**config.mk**
```make
export PLATFORM = sky130hd
export DESIGN_NAME = tof_phase_estimator
export DESIGN_NICKNAME = d
export VERILOG_FILES = /design/src/rtl/tof_est_pkg.sv /design/src/rtl/tof_est_update.sv /design/src/rtl/tof_phase_estimator.sv
export SDC_FILE = /design/constraint.sdc
export NUM_CORES = 1
export LEC_CHECK = 0
export CAP_MARGIN = 20
export CORE_MARGIN = 3
export CORE_UTILIZATION = 55
export DETAILED_ROUTE_END_ITERATION = 10
export PLACE_DENSITY_LB_ADDON = 0.05
export SYNTH_ARGS = -nofsm -noshare
export SYNTH_HDL_FRONTEND = slang
export SYNTH_SLANG_ARGS = --single-unit
```
**constraint.sdc**
```tcl
create_clock -name clk -period 6.3 [get_ports clk]
set_input_delay 1.26 -clock clk [delete_from_list [all_inputs] [get_ports clk]]
set_output_delay 1.26 -clock clk [all_outputs]
set_load 0.02 [all_outputs]
```
**src/rtl/tof_est_pkg.sv**
```systemverilog
// Shared definitions for the time-of-flight phase estimator:
// FSM state encoding, default-width measurement limits and a signed
// saturation helper used by the estimator datapath.
package tof_est_pkg;

    typedef enum logic [1:0] {
        IDLE   = 2'd0,
        LAG    = 2'd1,
        LEAD   = 2'd2,
        UPDATE = 2'd3
    } tof_state_e;

    // Limits for the default 8-bit build; the measurement range is symmetric.
    localparam int unsigned CNT_W_DEF = 8;
    localparam int          TOF_MAX   = (2 ** (CNT_W_DEF - 1)) - 1;
    localparam int          TOF_MIN   = -TOF_MAX;

    // Clamp a signed value into the two's-complement range of 'width' bits.
    function automatic logic signed [31:0] sat_s(input logic signed [31:0] value,
                                                 input int unsigned        width);
        logic signed [31:0] hi;
        logic signed [31:0] lo;
        hi = (32'sd1 <<< (width - 32'd1)) - 32'sd1;
        lo = -hi - 32'sd1;
        if (value > hi) begin
            return hi;
        end else if (value < lo) begin
            return lo;
        end
        return value;
    endfunction

endpackage

```
**src/rtl/tof_est_update.sv**
```systemverilog
// Combinational estimator step: Y_next = sat(Y + floor((tof - Y) * W / 2^W_W)).
// W is an unsigned fraction; the product is kept wide enough to be exact.
module tof_est_update
    import tof_est_pkg::*;
#(
    parameter int unsigned CNT_W = 8,
    parameter int unsigned W_W   = 4
) (
    input  logic [CNT_W-1:0] tof_i,
    input  logic [CNT_W-1:0] y_i,
    input  logic [W_W-1:0]   w_i,
    output logic [CNT_W-1:0] y_next_o
);

    localparam int unsigned PW = CNT_W + W_W + 2;

    logic signed [CNT_W:0] diff;
    logic signed [PW-1:0]  diff_x;
    logic signed [PW-1:0]  w_x;
    logic signed [PW-1:0]  prod;
    logic signed [PW-1:0]  quot;
    logic signed [PW-1:0]  y_x;
    logic signed [PW-1:0]  sum;
    logic signed [31:0]    sum32;

    // Error term, weighted product, floor shift and saturated accumulate.
    always_comb begin
        diff     = signed'({tof_i[CNT_W-1], tof_i}) - signed'({y_i[CNT_W-1], y_i});
        diff_x   = {{(PW-CNT_W-1){diff[CNT_W]}}, diff};
        w_x      = {{(PW-W_W){1'b0}}, w_i};
        prod     = diff_x * w_x;
        quot     = prod >>> W_W;
        y_x      = {{(PW-CNT_W){y_i[CNT_W-1]}}, y_i};
        sum      = quot + y_x;
        sum32    = {{(32-PW){sum[PW-1]}}, sum};
        y_next_o = CNT_W'(sat_s(sum32, CNT_W));
    end

endmodule

```
**src/rtl/tof_phase_estimator.sv**
```systemverilog
// Time-of-flight phase estimator: measures the signed cycle offset between
// the rising edges of X1 and X2 and tracks it with a first-order adaptive
// estimator Y += W*(tof - Y).
// Build option: define DUAL_EDGE_EN to also measure falling-edge pairs.
module tof_phase_estimator
    import tof_est_pkg::*;
#(
    parameter int unsigned    CNT_W       = 8,
    parameter int unsigned    W_W         = 4,
    parameter logic [W_W-1:0] W_RST       = W_W'(8),
    parameter int unsigned    SYNC_STAGES = 2
) (
    input  logic             clk,
    input  logic             reset_L,
    input  logic             X1,
    input  logic             X2,
    input  logic             l_r,
    input  logic [W_W-1:0]   W_ext,
    output logic [CNT_W-1:0] tof_count,
    output logic [CNT_W-1:0] Y_output,
    output logic             data_ready
);

    localparam logic [CNT_W-2:0] CNT_ONE = (CNT_W-1)'(1);

    logic [SYNC_STAGES-1:0] x1_sync_q;
    logic [SYNC_STAGES-1:0] x2_sync_q;
    logic                   x1_prev_q;
    logic                   x2_prev_q;
    logic                   x1_s;
    logic                   x2_s;
    logic                   x1_rise;
    logic                   x2_rise;
    logic                   x1_fall;
    logic                   x2_fall;

    logic                   start_x1;
    logic                   start_x2;
    logic                   lag_close;
    logic                   lag_abort;
    logic                   lead_close;
    logic                   lead_abort;

    tof_state_e             state_q, state_d;
    logic [CNT_W-2:0]       cnt_q, cnt_d;
    logic [CNT_W-1:0]       tof_q, tof_d;
    logic [CNT_W-1:0]       y_q, y_d;
    logic                   dr_q, dr_d;
    logic [W_W-1:0]         w_q, w_d;
    logic [CNT_W-1:0]       y_next;

    // Metastability synchronisers plus one extra stage for edge detection.
    always_ff @(posedge clk or negedge reset_L) begin
        if (!reset_L) begin
            x1_sync_q <= '0;
            x2_sync_q <= '0;
            x1_prev_q <= 1'b0;
            x2_prev_q <= 1'b0;
        end else begin
            x1_sync_q <= {x1_sync_q[SYNC_STAGES-2:0], X1};
            x2_sync_q <= {x2_sync_q[SYNC_STAGES-2:0], X2};
            x1_prev_q <= x1_sync_q[SYNC_STAGES-1];
            x2_prev_q <= x2_sync_q[SYNC_STAGES-1];
        end
    end

    assign x1_s    = x1_sync_q[SYNC_STAGES-1];
    assign x2_s    = x2_sync_q[SYNC_STAGES-1];
    assign x1_rise = x1_s & ~x1_prev_q;
    assign x2_rise = x2_s & ~x2_prev_q;
    assign x1_fall = ~x1_s & x1_prev_q;
    assign x2_fall = ~x2_s & x2_prev_q;

`ifdef DUAL_EDGE_EN
    // Polarity of the measurement in progress: 1 when it opened on falling edges.
    logic pol_q, pol_d;
    logic use_fall;

    // Select opening/closing/abort edges by the polarity of the pair.
    always_comb begin
        use_fall   = ~(x1_rise | x2_rise) & (x1_fall | x2_fall);
        pol_d      = (state_q == IDLE) ? use_fall : pol_q;
        start_x1   = use_fall ? x1_fall : x1_rise;
        start_x2   = use_fall ? x2_fall : x2_rise;
        lag_close  = pol_q ? x2_fall : x2_rise;
        lag_abort  = pol_q ? x1_rise : x1_fall;
        lead_close = pol_q ? x1_fall : x1_rise;
        lead_abort = pol_q ? x2_rise : x2_fall;
    end

    // Measurement polarity register.
    always_ff @(posedge clk or negedge reset_L) begin
        if (!reset_L) begin
            pol_q <= 1'b0;
        end else begin
            pol_q <= pol_d;
        end
    end
`else
    // Rising edges open and close a measurement; a fall of the leader aborts.
    always_comb begin
        start_x1   = x1_rise;
        start_x2   = x2_rise;
        lag_close  = x2_rise;
        lag_abort  = x1_fall;
        lead_close = x1_rise;
        lead_abort = x2_fall;
    end
`endif

    // Measurement FSM: count cycles between the leading and lagging edge.
    always_comb begin
        state_d = state_q;
        cnt_d   = cnt_q;
        tof_d   = tof_q;
        unique case (state_q)
            IDLE: begin
                if (start_x1 && start_x2) begin
                    state_d = UPDATE;
                    tof_d   = '0;
                end else if (start_x1) begin
                    state_d = LAG;
                    cnt_d   = CNT_ONE;
                end else if (start_x2) begin
                    state_d = LEAD;
                    cnt_d   = CNT_ONE;
                end
            end
            LAG: begin
                if (lag_close) begin
                    state_d = UPDATE;
                    tof_d   = {1'b0, cnt_q};
                    cnt_d   = '0;
                end else if (lag_abort) begin
                    state_d = IDLE;
                    cnt_d   = '0;
                end else if (cnt_q != '1) begin
                    cnt_d = cnt_q + CNT_ONE;
                end
            end
            LEAD: begin
                if (lead_close) begin
                    state_d = UPDATE;
                    tof_d   = '0 - {1'b0, cnt_q};
                    cnt_d   = '0;
                end else if (lead_abort) begin
                    state_d = IDLE;
                    cnt_d   = '0;
                end else if (cnt_q != '1) begin
                    cnt_d = cnt_q + CNT_ONE;
                end
            end
            UPDATE: begin
                state_d = IDLE;
            end
            default: begin
                state_d = IDLE;
            end
        endcase
    end

    tof_est_update #(
        .CNT_W (CNT_W),
        .W_W   (W_W)
    ) u_update (
        .tof_i    (tof_q),
        .y_i      (y_q),
        .w_i      (w_q),
        .y_next_o (y_next)
    );

    // Estimator output, ready strobe and weight load; UPDATE reads the old W.
    always_comb begin
        w_d  = l_r ? W_ext : w_q;
        y_d  = (state_q == UPDATE) ? y_next : y_q;
        dr_d = (state_q == UPDATE);
    end

    // State, counter, measurement and estimator registers.
    always_ff @(posedge clk or negedge reset_L) begin
        if (!reset_L) begin
            state_q <= IDLE;
            cnt_q   <= '0;
            tof_q   <= '0;
            y_q     <= '0;
            dr_q    <= 1'b0;
            w_q     <= W_RST;
        end else begin
            state_q <= state_d;
            cnt_q   <= cnt_d;
            tof_q   <= tof_d;
            y_q     <= y_d;
            dr_q    <= dr_d;
            w_q     <= w_d;
        end
    end

    assign tof_count  = tof_q;
    assign Y_output   = y_q;
    assign data_ready = dr_q;

endmodule
```
==> results.toml, run 1 <==
[synth]
syn_avg_cell_area_um2 = 8.671
synth_nets = 525
synth_edf_count = 0
seq_area_frac_synth = 0.2333
synth_seq_cells = 36
synth_cells = 446
synthesis.yosys.warnings = 0
synth.distinct_cells = 54
syn_area_um2 = 3867
ys_async_sr_fraction = 1.000
synth_area_leader_cell = "dfrtp_1"
synth_top_cells_by_area = "dfrtp_1, ha_1, fa_1"
synthFlopType = "dfrtp_1"
synth.top_cell.area_share = 0.2265

[floorplanning]
start_util = 0.5889
die-area_um2 = 8074
die_w_um = 89.86
die_y_um = 89.86
io_pins = 26
rows = 29
core_um2 = 6568

[worst_setup_path]
worstPathArrival_ps = 6250
critPathRequiredTime_ps = 6450
setup.worst_path.end_class = "flip-flop"
worst_setup_path_start_kind = "flip-flop"
critical_path_class = "reg2reg"
crit_start = "tof_count[1]"
crit_path_max_fanout = 7
worst-r2r-setup-slack_ps = 200
reg2reg_from = "tof_count[1]"

[grt]
grt_usage = 0.2211
grt_max_degree = 37
first_global_vias = 3296
grt.overflow.total = 0
grt_pass1_wl_mm = 14.87
antenna_found_initial = 0

[hold_path]
hp-class = "reg2reg"
hp-start = "x2_sync_q[0]"

[layout]
synthToLayoutAreaGrowth_pct = 21.93
drive_above_1_share = 0.1813
antenna_cells_inserted = 0
nNetsFinal = 570

[clock_tree]
cts_buffer_depth = 2
cts_sinks = 36
postCtsHoldBufs = 0
htreeDepth = 2
cts_inserted_buffers = 5
clk_pin_slew_ps = 70
tritoncts = "yes"
insertion_delay_ps = 280
ctsRootBufferMaster = "clkbuf_8"

[run]
max_cap_violations = 0

[placed_design]
dp_hpwl_mm = 6.838
io_buffers = 25
gp_congestion = 0.8308

[timing]
setup_viol = 0
min_period_ps = 6101
fmax_ghz = 0.1639
finalHoldViolCount = 0
period_share = 0.9684
fin_setup_tns_ps = 0
drv_slew = 0
skew_ps = 6.408
slew_headroom = 0.4646
worst_slew_pin_slew_ps = 803.0

[routing]
drtIter0Drc = 126
via_per_inst = 5.545
ant_nets = 0
first_pass_iters = 4
routedWlPerCell_um = 15.40
vias = 3238
drt-total-wl_mm = 8.994
drc = 0

[run_status]
status = "finished, final reports clean"
-- critical path, cell delays in order, from the launching register on --
cell and delay (ps):
dfrtp_1 410, ha_1 270, nor2b_1 130, o21ai_2 170, nand2_1 80, nor2_1 160
nor2_2 80, and2_1 190, ha_4 220, fa_1 530, inv_1 60, fa_1 540
inv_1 70, ha_4 250, and4b_2 230, a211oi_2 210, a21oi_2 90, o21ai_1 170
nand2b_1 120, xor2_1 180, ha_1 350, a21o_1 190, a21o_1 180, a21oi_2 110
o21ai_1 80, a211o_1 340, a41oi_4 380, a22oi_2 150
-- metrics by stage --
| step | utilization | hold slack [ps] | setup WS, ps | area, um^2 | cells |
|---|---|---|---|---|---|
| 2_1_floorplan | - | 331.2 | 68.47 | 3867 | 446 |
| 3_3_place_gp | 0.6523 | 332.3 | -37.62 | 4284 | 569 |
| 3_5_place_dp | 0.6523 | 345.5 | -186.5 | 4284 | 569 |
| 4_1_cts | 0.6716 | 365.9 | 11.94 | 4410 | 577 |
| 5_1_grt | 0.7180 | 366.0 | -115.5 | 4716 | 584 |
| 6_report | 0.7180 | 360.6 | 199.1 | 4716 | 584 |
-- logic make-up after synthesis --
| group | count (synthesis) | share of synthesized area |
|---|---|---|
| AO/OA/AOI/OAI | 101 | 0.1747 |
| multiplexers | 5 | 0.01423 |
| AND/OR/NAND/NOR | 139 | 0.1860 |
| flip-flops | 36 | 0.2333 |
| XOR/XNOR | 22 | 0.05338 |
| adder cells (fa/ha/maj) | 70 | 0.2653 |
| buffers and inverters | 73 | 0.07312 |
-- repair_timing --
item,4_1_cts,5_1_grt
endpoints found under the setup margin,7,8
resized for setup,9,49
pin swaps,3,44
setup buffers,1,7
-- metal layers --
metal  vias up  track usage  wire (um)
met5         -            0          0
met4         0      0.06505        145
met3        12      0.02421        175
met2        42       0.4167       4888
met1      1582       0.2643       3785
li1       1602            -          -
-- layout make-up --
class,count,area [um^2]
multi-input combinational,337,2973
fill,505,1852
sequential,36,902.1
timing repair buffer,45,399.1
inverter,66,247.7
tap,93,116.4
clock buffer,6,72.57
clock inverter,1,5.005
-- path summary, 6_finish.rpt --
path,to,cells after the start
max,Y_output[0],27
min,x2_sync_q[1],0
max reg2reg,Y_output[0],27
min reg2reg,x2_sync_q[1],0
max in group asynchronous,Y_output[5],1
min in group asynchronous,cnt_q[2],1
-- placed cells by master, fill, tap and decap left out, drive strengths merged, types with 5 or more instances in the layout --
cell | Yosys | final
nand2b | 8 | 8
or3 | 5 | 5
clkbuf | 5 | 6
fa | 20 | 20
buf | 2 | 21
nor2b | 9 | 9
nor2 | 22 | 22
nor3 | 6 | 6
dfrtp | 35 | 35
xor2 | 8 | 8
nand2 | 44 | 44
xnor2 | 13 | 13
and2 | 22 | 22
ha | 50 | 50
nor3b | 8 | 8
clkdlybuf4s50 | 0 | 24
a21oi | 33 | 33
o21a | 5 | 5
a21o | 8 | 8
nand3 | 8 | 8
a22oi | 8 | 8
inv | 66 | 66
o31ai | 6 | 6
o21ai | 20 | 20
-- sequential cells by signal, summed over array words and instances, names as in the netlist --
name        count
x2_sync_q       2
x1_prev_q       1
data_ready      1
tof_count       8
state_q         2
x2_prev_q       1
cnt_q           7
x1_sync_q       2
Y_output        8
w_q             4
-- cells in the mapped netlist (6+ instances only) --
library cell  count
a21o_1            8
a21oi_1          31
a22oi_1           8
and2_1           21
dfrtp_1          35
fa_1             20
ha_1             50
inv_1            66
nand2_1          44
nand2b_1          8
nand3_1           7
nor2_1           22
nor2b_1           9
nor3_1            6
nor3b_1           8
o21ai_0          19
xnor2_1          13
xor2_1            8
Power of run 1 is not shown: default switching activity piles up to over one toggle a cycle in this logic, so the estimate is an artifact.
==> inputs of run 2 (changes only) <==
--- a/config.mk
+++ b/config.mk
@@ -7,7 +7,8 @@
 export LEC_CHECK = 0
 export CAP_MARGIN = 20
 export CORE_MARGIN = 3
-export CORE_UTILIZATION = 55
+export CORE_UTILIZATION = 56
+export CTS_BUF_LIST = sky130_fd_sc_hd__clkbuf_4 sky130_fd_sc_hd__clkbuf_8
 export DETAILED_ROUTE_END_ITERATION = 10
 export PLACE_DENSITY_LB_ADDON = 0.05
 export SYNTH_ARGS = -nofsm -noshare
==> run 2 against run 1 <==
Via count fell by 1.7%. Worst hold slack got worse by 11 ps. Count of clock-buffer cells in the layout fell by 1. Sequential cell count did not move. Worst setup slack improved by 53 ps. Critical path depth rose by 1. First-iteration DRC count fell by 25%. Fmax rose by 0.88%. Non-clock buffer count fell by 2. Global-route usage rose by 0.40 points. Sequential share of layout area rose by 0.39 points. Routed wire length fell by 7.3%. Critical endpoint is now Y_output[4].
==> results.toml, run 2 (synthesis gave the netlist of run 1 again) <==
[worst_setup_path]
critPathSlowestCell = "fa_1"
critPathMaxStageDelay_ps = 530
worst-r2r-setup-slack_ps = 250
cp.buffers_inverters = 5
critical_path_class = "reg2reg"
crit_path_max_fanout = 7
worstPathArrival_ps = 6210
critPathRequiredTime_ps = 6460
setup.worst_path.end_class = "flip-flop"
worst_setup_path_start_kind = "flip-flop"
crit_family = "adder cells"

[routing]
via_per_inst = 5.624
drt-total-wl_mm = 8.334
drc = 0
ant_nets = 0
first_pass_iters = 4
routedWlPerCell_um = 14.72
drtIter0Drc = 94
vias = 3183

[layout]
fin_cells = 566
mostFrequentLayoutCells = "inv_1, nand2_1, ha_1"
layout_commonest_cell = "inv_1"
nNetsFinal = 568
antenna_cells_inserted = 0
drive_above_1_share = 0.1575
synthToLayoutAreaGrowth_pct = 19.48

[clock_tree]
insertion_delay_ps = 280
tritoncts = "yes"
clk_pin_slew_ps = 70
ctsRootBufferMaster = "clkbuf_8"
cts_inserted_buffers = 5
cts_buffer_depth = 2
cts_sinks = 36
htreeDepth = 2
postCtsHoldBufs = 0

[timing]
drv_slew = 0
skew_ps = 6.543
finalHoldViolCount = 0
min_period_ps = 6047
fmax_ghz = 0.1654
worst_slew_pin_slew_ps = 803.9
setup_viol = 0
layout_setup_ws_ps = 252.5
period_share = 0.9599
slew_headroom = 0.4640

[floorplanning]
die_y_um = 89.11
rows = 29
die-area_um2 = 7940
core_um2 = 6531
io_pins = 26
start_util = 0.5921
die_w_um = 89.11

[placed_design]
dp_cells = 553
gp_congestion = 0.8304
dp_hpwl_mm = 6.580
place_ws_ps = -198.6
io_buffers = 25

[run]
max_cap_violations = 0

[grt]
grt_pass1_wl_mm = 14.24
grt_usage = 0.2251
grt_max_degree = 37
first_global_vias = 3201
grt.overflow.total = 0
antenna_found_initial = 0

[run_status]
status = "finished, final reports clean"

[hold_path]
hp-class = "reg2reg"
==> run 2: cell count changes in the layout (fill, tap and decap cells not counted), moves of 2 or more <==
cell     change
and2_1       +4
and2_4       -4
a22oi_1      +3
a22oi_2      -3
a21oi_1      +2
a21oi_2      -2
buf_4        -2
ha_1         +2
ha_4         -2
==> run 2: layer usage <==
metal  vias to the layer above  wire length (um)  GRT usage
li1                       1596                 -          -
met5                         -                 0          0
met2                        44              4375     0.4139
met3                        16               220    0.02581
met1                      1527              3554     0.2757
met4                         0               184    0.06495
==> run 2: repair_timing <==
action / in CTS / in global routing
endpoints found under the setup margin: 7 / 8
buffers inserted: 4 / 2
gates resized for setup: 9 / 38
pin swaps: 4 / 18
==> run 2: area by class of cell <==
| cell class | instances | area [um^2] |
|---|---|---|
| clock buffer | 5 | 68.82 |
| timing repair buffer | 43 | 384.1 |
| inverter | 66 | 247.7 |
| sequential | 36 | 902.1 |
| fill | 521 | 1911 |
| tap | 77 | 96.34 |
| clock inverter | 2 | 12.51 |
| multi-input combinational | 337 | 2909 |
==> run 2: stage by stage <==
stage / hold slack (ps) / util / cell area, um^2 / TNS [ps]
2_1_floorplan: 331.2 / - / 3867 / 0
4_1_cts: 353.2 / 0.6782 / 4429 / 0
6_report: 349.6 / 0.7075 / 4621 / 0
3_5_place_dp: 336.5 / 0.6529 / 4264 / -1338
5_1_grt: 365.7 / 0.7075 / 4621 / -215.6
3_3_place_gp: 331.8 / 0.6529 / 4264 / -733.0
==> run 2: worst paths after layout <==
kind	startpoint	to	depth (start not counted)
worst max-delay path	Y_output[0]	Y_output[4]	28
worst min-delay path	x1_sync_q[0]	x1_sync_q[1]	0
worst max register to register	Y_output[0]	Y_output[4]	28
worst min register to register	x1_sync_q[0]	x1_sync_q[1]	0
max in group asynchronous	reset_L	Y_output[7]	1
min in group asynchronous	reset_L	tof_count[1]	1
Power of run 2 is left out for the same reason.
